File: config.mk
export PLATFORM = sky130hd
export DESIGN_NAME = mod5_monitor
export DESIGN_NICKNAME = d
export VERILOG_FILES = /design/src/rtl/mod5_pkg.sv /design/src/rtl/mod5_succ.sv /design/src/rtl/mod5_monitor.sv
export SDC_FILE = /design/constraint.sdc
export NUM_CORES = 1
export LEC_CHECK = 0
export ABC_AREA = 1
export ABC_CLOCK_PERIOD_IN_PS = 2600
export CORE_MARGIN = 1
export CORE_UTILIZATION = 50
export DETAILED_ROUTE_END_ITERATION = 10
export GPL_ROUTABILITY_DRIVEN = 0
export PLACE_DENSITY_LB_ADDON = 0.15
export RECOVER_POWER = 100
export SETUP_SLACK_MARGIN = 0.05
export SLEW_MARGIN = 20
export SYNTH_ARGS = -nofsm -noshare
export SYNTH_HDL_FRONTEND = slang
export SYNTH_SLANG_ARGS = --single-unit
export TNS_END_PERCENT = 20
File: constraint.sdc
create_clock -name clk -period 2.6 [get_ports clk]
set_clock_uncertainty 0.1 [all_clocks]
set_input_delay 0.78 -clock clk [delete_from_list [all_inputs] [get_ports clk]]
set_output_delay 0.78 -clock clk [all_outputs]
set_load 0.02 [all_outputs]
File: src/rtl/mod5_pkg.sv
// Shared types and constants for the mod-5 sequence monitor.
// The state enum, the wrap point of the upstream counter and the good-wrap counter width live here.
package mod5_pkg;

  typedef enum logic [1:0] {
    ST_UNLOCKED = 2'd0,
    ST_SYNCING  = 2'd1,
    ST_LOCKED   = 2'd2
  } state_e;

  localparam logic [2:0] MOD5_FIRST = 3'd0;
  localparam logic [2:0] MOD5_LAST  = 3'd4;

  // Wide enough for the largest allowed LOCK_WRAPS (15).
  localparam int GW_W = 4;

endpackage

File: src/rtl/mod5_succ.sv
// Combinational successor of a mod-5 count value.
// Also flags encodings 5..7, which a mod-5 counter never produces.
module mod5_succ
  import mod5_pkg::*;
(
  input  logic [2:0] cur,
  output logic [2:0] succ,
  output logic       illegal
);

  always_comb begin
    illegal = (cur > MOD5_LAST);
    if (cur == MOD5_LAST) succ = MOD5_FIRST;
    else                  succ = cur + 3'd1;
  end

endmodule

File: src/rtl/mod5_monitor.sv
// Monitors a mod-5 counter stream: locks after LOCK_WRAPS clean wraps,
// then pulses once per wrap and records sequence breaks and illegal values.
module mod5_monitor
  import mod5_pkg::*;
#(
  parameter int LOCK_WRAPS = 2,
  parameter int CYC_W      = 8
) (
  input  logic             clk,
  input  logic             rst,
  input  logic [2:0]       count_in,
  input  logic             in_valid,
  input  logic             clear,
  output logic             locked,
  output logic             wrap_pulse,
  output logic [CYC_W-1:0] cycle_cnt,
  output logic             err_illegal,
  output logic             err_skip,
  output logic [CYC_W-1:0] err_cnt
);

  localparam logic [CYC_W-1:0] CNT_MAX     = '1;
  localparam logic [GW_W-1:0]  LOCK_TARGET = GW_W'(LOCK_WRAPS);

  state_e             state_q, state_d;
  logic [2:0]         prev_q, prev_d;
  logic [GW_W-1:0]    good_wraps_q, good_wraps_d;
  logic               locked_q, locked_d;
  logic               wrap_pulse_q, wrap_pulse_d;
  logic [CYC_W-1:0]   cycle_cnt_q, cycle_cnt_d;
  logic               err_illegal_q, err_illegal_d;
  logic               err_skip_q, err_skip_d;
  logic [CYC_W-1:0]   err_cnt_q, err_cnt_d;

  logic [2:0] expected;
  logic       prev_illegal;
  logic       sample_illegal;
  logic       seq_ok;
  logic       is_wrap;
  logic       err_event;
  logic       skip_event;
  logic       wrap_event;

  mod5_succ u_succ (
    .cur     (prev_q),
    .succ    (expected),
    .illegal (prev_illegal)
  );

  // An illegal prev (left over from a 5..7 sample) can never be followed in sequence.
  assign sample_illegal = (count_in > MOD5_LAST);
  assign seq_ok         = !prev_illegal && (count_in == expected);
  assign is_wrap        = seq_ok && (prev_q == MOD5_LAST);

  always_comb begin
    // NOTE: every signal gets its hold value first so no path leaves it unassigned (no latch).
    state_d       = state_q;
    prev_d        = prev_q;
    good_wraps_d  = good_wraps_q;
    cycle_cnt_d   = cycle_cnt_q;
    err_illegal_d = err_illegal_q;
    err_skip_d    = err_skip_q;
    err_cnt_d     = err_cnt_q;
    err_event     = 1'b0;
    skip_event    = 1'b0;
    wrap_event    = 1'b0;

    if (in_valid) begin
      prev_d = count_in;
      if (sample_illegal) begin
        state_d   = ST_UNLOCKED;
        err_event = 1'b1;
      end else begin
        unique case (state_q)
          ST_UNLOCKED: begin
            if (count_in == MOD5_FIRST) begin
              state_d      = ST_SYNCING;
              good_wraps_d = '0;
            end
          end
          ST_SYNCING: begin
            if (!seq_ok) begin
              state_d = ST_UNLOCKED;
            end else if (is_wrap) begin
              good_wraps_d = good_wraps_q + GW_W'(1);
              if (good_wraps_q + GW_W'(1) == LOCK_TARGET) state_d = ST_LOCKED;
            end
          end
          ST_LOCKED: begin
            if (!seq_ok) begin
              state_d    = ST_UNLOCKED;
              skip_event = 1'b1;
              err_event  = 1'b1;
            end else if (is_wrap) begin
              wrap_event = 1'b1;
            end
          end
          default: state_d = ST_UNLOCKED;
        endcase
      end
    end

    // Clear is applied first so a coincident event lands on top of the zeroed statistics.
    if (clear) begin
      cycle_cnt_d   = '0;
      err_cnt_d     = '0;
      err_illegal_d = 1'b0;
      err_skip_d    = 1'b0;
    end
    if (wrap_event)                           cycle_cnt_d   = cycle_cnt_d + CYC_W'(1);
    if (err_event && (err_cnt_d != CNT_MAX))  err_cnt_d     = err_cnt_d + CYC_W'(1);
    if (in_valid && sample_illegal)           err_illegal_d = 1'b1;
    if (skip_event)                           err_skip_d    = 1'b1;

    wrap_pulse_d = wrap_event;
    locked_d     = (state_d == ST_LOCKED);
  end

  always_ff @(posedge clk or posedge rst) begin
    if (rst) begin
      state_q       <= ST_UNLOCKED;
      prev_q        <= MOD5_FIRST;
      good_wraps_q  <= '0;
      locked_q      <= 1'b0;
      wrap_pulse_q  <= 1'b0;
      cycle_cnt_q   <= '0;
      err_illegal_q <= 1'b0;
      err_skip_q    <= 1'b0;
      err_cnt_q     <= '0;
    end else begin
      // NOTE: state registers use non-blocking assignment so every flop samples pre-edge values.
      state_q       <= state_d;
      prev_q        <= prev_d;
      good_wraps_q  <= good_wraps_d;
      locked_q      <= locked_d;
      wrap_pulse_q  <= wrap_pulse_d;
      cycle_cnt_q   <= cycle_cnt_d;
      err_illegal_q <= err_illegal_d;
      err_skip_q    <= err_skip_d;
      err_cnt_q     <= err_cnt_d;
    end
  end

  assign locked      = locked_q;
  assign wrap_pulse  = wrap_pulse_q;
  assign cycle_cnt   = cycle_cnt_q;
  assign err_illegal = err_illegal_q;
  assign err_skip    = err_skip_q;
  assign err_cnt     = err_cnt_q;

endmodule

==> metrics.md, run 1 <==
| Metric | Value |
|---|---|
| Reg2reg start | prev_q[0]$_DFFE_PP0P_ |
| Most common cell after layout, fill and taps aside | nand2_1 |
| Post-place setup slack | -0.124 ns |
| Cell count along the critical path | 9 |
| Crit Path Class | primary input to register |
| Crit path time final | approximately 2.4 ns |
| Commonest non-fill, non-tap cells in the layout | nand2_1, inv_1, dfrtp_1, nor2_1, dlygate4sd3_1 |
| Vias | 1639 |
| Placed Cells | ~340 |
| Setup crit end | cycle_cnt[0]$_DFF_PP0_ |
| Die Span Y | about 60 um |
| First DRT Iteration DRCs | 75 |
| Clk sinks | 29 |
| Die area | 3780 um^2 |
| CTS tree | done |
| First-pass GRT wire length | 6.02 mm |
| Power Density | about 390 nW/um^2 |
| Syn_area_per_cell | 7.28 um^2 |
| Row count | 21 |
| Distinct cells, synth | 26 |
| Top cells by area, synth | dfrtp_1, nand2_1, inv_1 |
| Post-synth top area share | between 40 and 50% |
| Post-detail-place hpwl | 2.78 mm |
| Slowest-stage cell, CP | clkdlybuf4s50_1 |
| Crit. End Element | register |
| Bufs and invs on worst path | 2 |
| Clock Path Buffers | 2 |
| I/O Pins | 27 |
| R2r endpoint | cycle_cnt[0]$_DFF_PP0_ |
| Overflow after GRT | 0 |
| Final setup margin | roughly 0.21 ns |
| Largest net degree at the start of global routing | 30 |
| Post-layout util | 68.0% |
| FF+latch count, synth | 29 |
| Max incr delay on CP | just over 0.5 ns |
| Crit path launch | count_in[1] |
| Reg2reg path depth | 9 |
| # fillers | just over 300 |
| Die W | roughly 61 um |
| Syn-to-layout area delta | 29.3% |
| Warnings, synthesis | 0 |
| Finished Cell Area | approximately 2300 um^2 |
| Worst Max-Slew Pin Slew | between 0.7 and 0.8 ns |
| Layout Nets | just over 300 |
| Max-cap viol count | 0 |
| Drt pass-1 iters | 4 |
| # setup viols final | 0 |
| Net Count, Synth | ~260 |
| Final TNS setup | 0 ns |
| Setup slack, reg-to-reg | around 0.47 ns |
| Synth area leader | dfrtp_1 |
| WL/cell | approximately 11 um |
| Final ANT Viol Nets | 0 |
| GRT Total Usage | 21.4% |
| RSZ-0062 raised after global routing | false |
| Drt drc | 0 |
| WP data required | approximately 2.7 ns |
| Starting density of the core | between 50% and 60% |
| Ratio of cells with drive above 1 in the final layout | between 10 and 15% |
| Root Driver | clkbuf_4 |
| Final Slew Violations | 0 |
| Non-Filler Instances | 343 |
| Fmax | approximately 420 MHz |
| Worst-path maximum fanout | 9 |
| Clk slew on worst S/H paths | about 0.080 ns |
| Mapped Area | 1770 um^2 |
| Top Family by Delay on Critical Path | simple AND/OR/NAND/NOR gates |
| Startpoint Class | primary input |
| Initial antenna violation count | 0 |
| Outcome | finished clean |
| Fin crit share | 92.0% |
| Diode count | 0 |
| Via/cell ratio | 4.78 |
| CP dominant cell by count | nand2_1 |
| Cells after synthesis | around 240 |
| CP arrival | 2.51 ns |
| Hold-fix buffers, CTS | 0 |
| Worst-Skew Late Latency | between 0.3 and 0.4 ns |
| Post-cts sizing count | 0 |
| Htree depth | 2 |
| Core box area | around 3400 um^2 |
| Vias in the first global route | 1456 |
| Total wire length | ~3.6 mm |
| Pleak | approximately 1.2 nW |
| Crit-path cells | clkdlybuf4s50_1, inv_1, nand2_1, nand2_1, nor2_1, nand2_4, nor2_8, nand4_1, xnor2_1 |
| Seq/Total Area, Yosys | approximately two fifths |
| Slew Limit Headroom | 51.3% |
| Worst IR Drop VDD | 0.000387 V |
| Final hold viol count | 0 |
| Worst hold path type | register to register |
| Inserted Clock Buffers | 5 |
| Placed Area | between 2000 and 2500 um^2 |
| Setup Buffers After CTS | 0 |
| Port Buffers | 26 |
kinds of logic after synthesis:
logic type | Yosys count | synth area share [%]
buffers and inverters | 49 | 10.5
xor gates and xnor gates | 8 | 3.96
DFF | 29 | 41.0
AOI/OAI and AO/OA | 24 | 7.07
adders and majority gates | 6 | 4.24
and+or+nand+nor | 127 | 33.2
layer usage:
metal / part of all wire (%) / track usage (%)
met1: 48 / 29.1
met2: 47 / 35.0
met3: 3.1 / 3.78
met4: 1.6 / 6.35
met5: 0 / 0
area by class of cell:
class / instances / area [um^2] / area share, %
Multi-Input combinational cell: 165 / 846 / 37.0
Sequential cell: 29 / 726 / 31.7
Timing Repair Buffer: 49 / 438 / 19.1
Inverter: 46 / 173 / 7.55
Tap cell: 46 / 57.6 / 2.52
Clock buffer: 8 / 48.8 / 2.13
synth_stat cells, drive strengths merged:
master,count
o21bai,1
nand4,9
nor2,26
dfrtp,29
o21ai,19
buf,2
clkbuf,1
xnor2,5
nand3,14
ha,6
nor3,5
xor2,3
o211ai,1
nand2,73
a21oi,3
inv,46
flip-flops by register name (all words and copies together) (netlist names):
signal and count:
state_q 2, good_wraps_q 4, err_skip 1, err_illegal 1
prev_q 3, wrap_pulse 1, err_cnt 8, cycle_cnt 8
locked 1
power breakdown:
part | total, mW | leakage [nW] | internal, mW | switching [mW]
Clock | 0.248 | 0.0265 | 0.108 | 0.140
Combinational | 0.157 | 0.812 | 0.0612 | 0.0960
Sequential | 0.484 | 0.394 | 0.468 | 0.0166
Total | 0.890 | 1.23 | 0.637 | 0.253
worst min path at each step:
stage,startpoint,endpoint,slack (ns),cells after the start
floorplan,good_wraps_q[3]$_DFFE_PP0P_,good_wraps_q[3]$_DFFE_PP0P_,0.38,2
global placement,err_illegal$_DFFE_PP0P_,err_illegal$_DFFE_PP0P_,0.40,2
detailed placement,err_illegal$_DFFE_PP0P_,err_illegal$_DFFE_PP0P_,0.39,2
CTS,err_illegal$_DFFE_PP0P_,err_illegal$_DFFE_PP0P_,0.41,2
global route,err_illegal$_DFFE_PP0P_,err_illegal$_DFFE_PP0P_,0.45,2
finish,err_illegal$_DFFE_PP0P_,err_illegal$_DFFE_PP0P_,0.40,2
tightest hold or removal path: cells and delay by family, from the launching register on:
kind	cells	cell delay [ns]
AOI/OAI and AO/OA	1	0.06
DFF	1	0.35
and+or+nand+nor	1	0.05
through the flow:
stage,hold slack [ns],total power [mW]
detailed placement,0.389,0.658
finish,0.396,0.890
CTS,0.410,0.910
global placement,0.404,0.654
floorplan,0.380,0.600
global route,0.451,0.953
Power figures use the tool's default switching activity.
==> inputs of run 2 (changes only) <==
- TNS_END_PERCENT: 20 -> 1
==> results of run 2 <==
Final layout, timing and power as in run 1 (identical DEF).
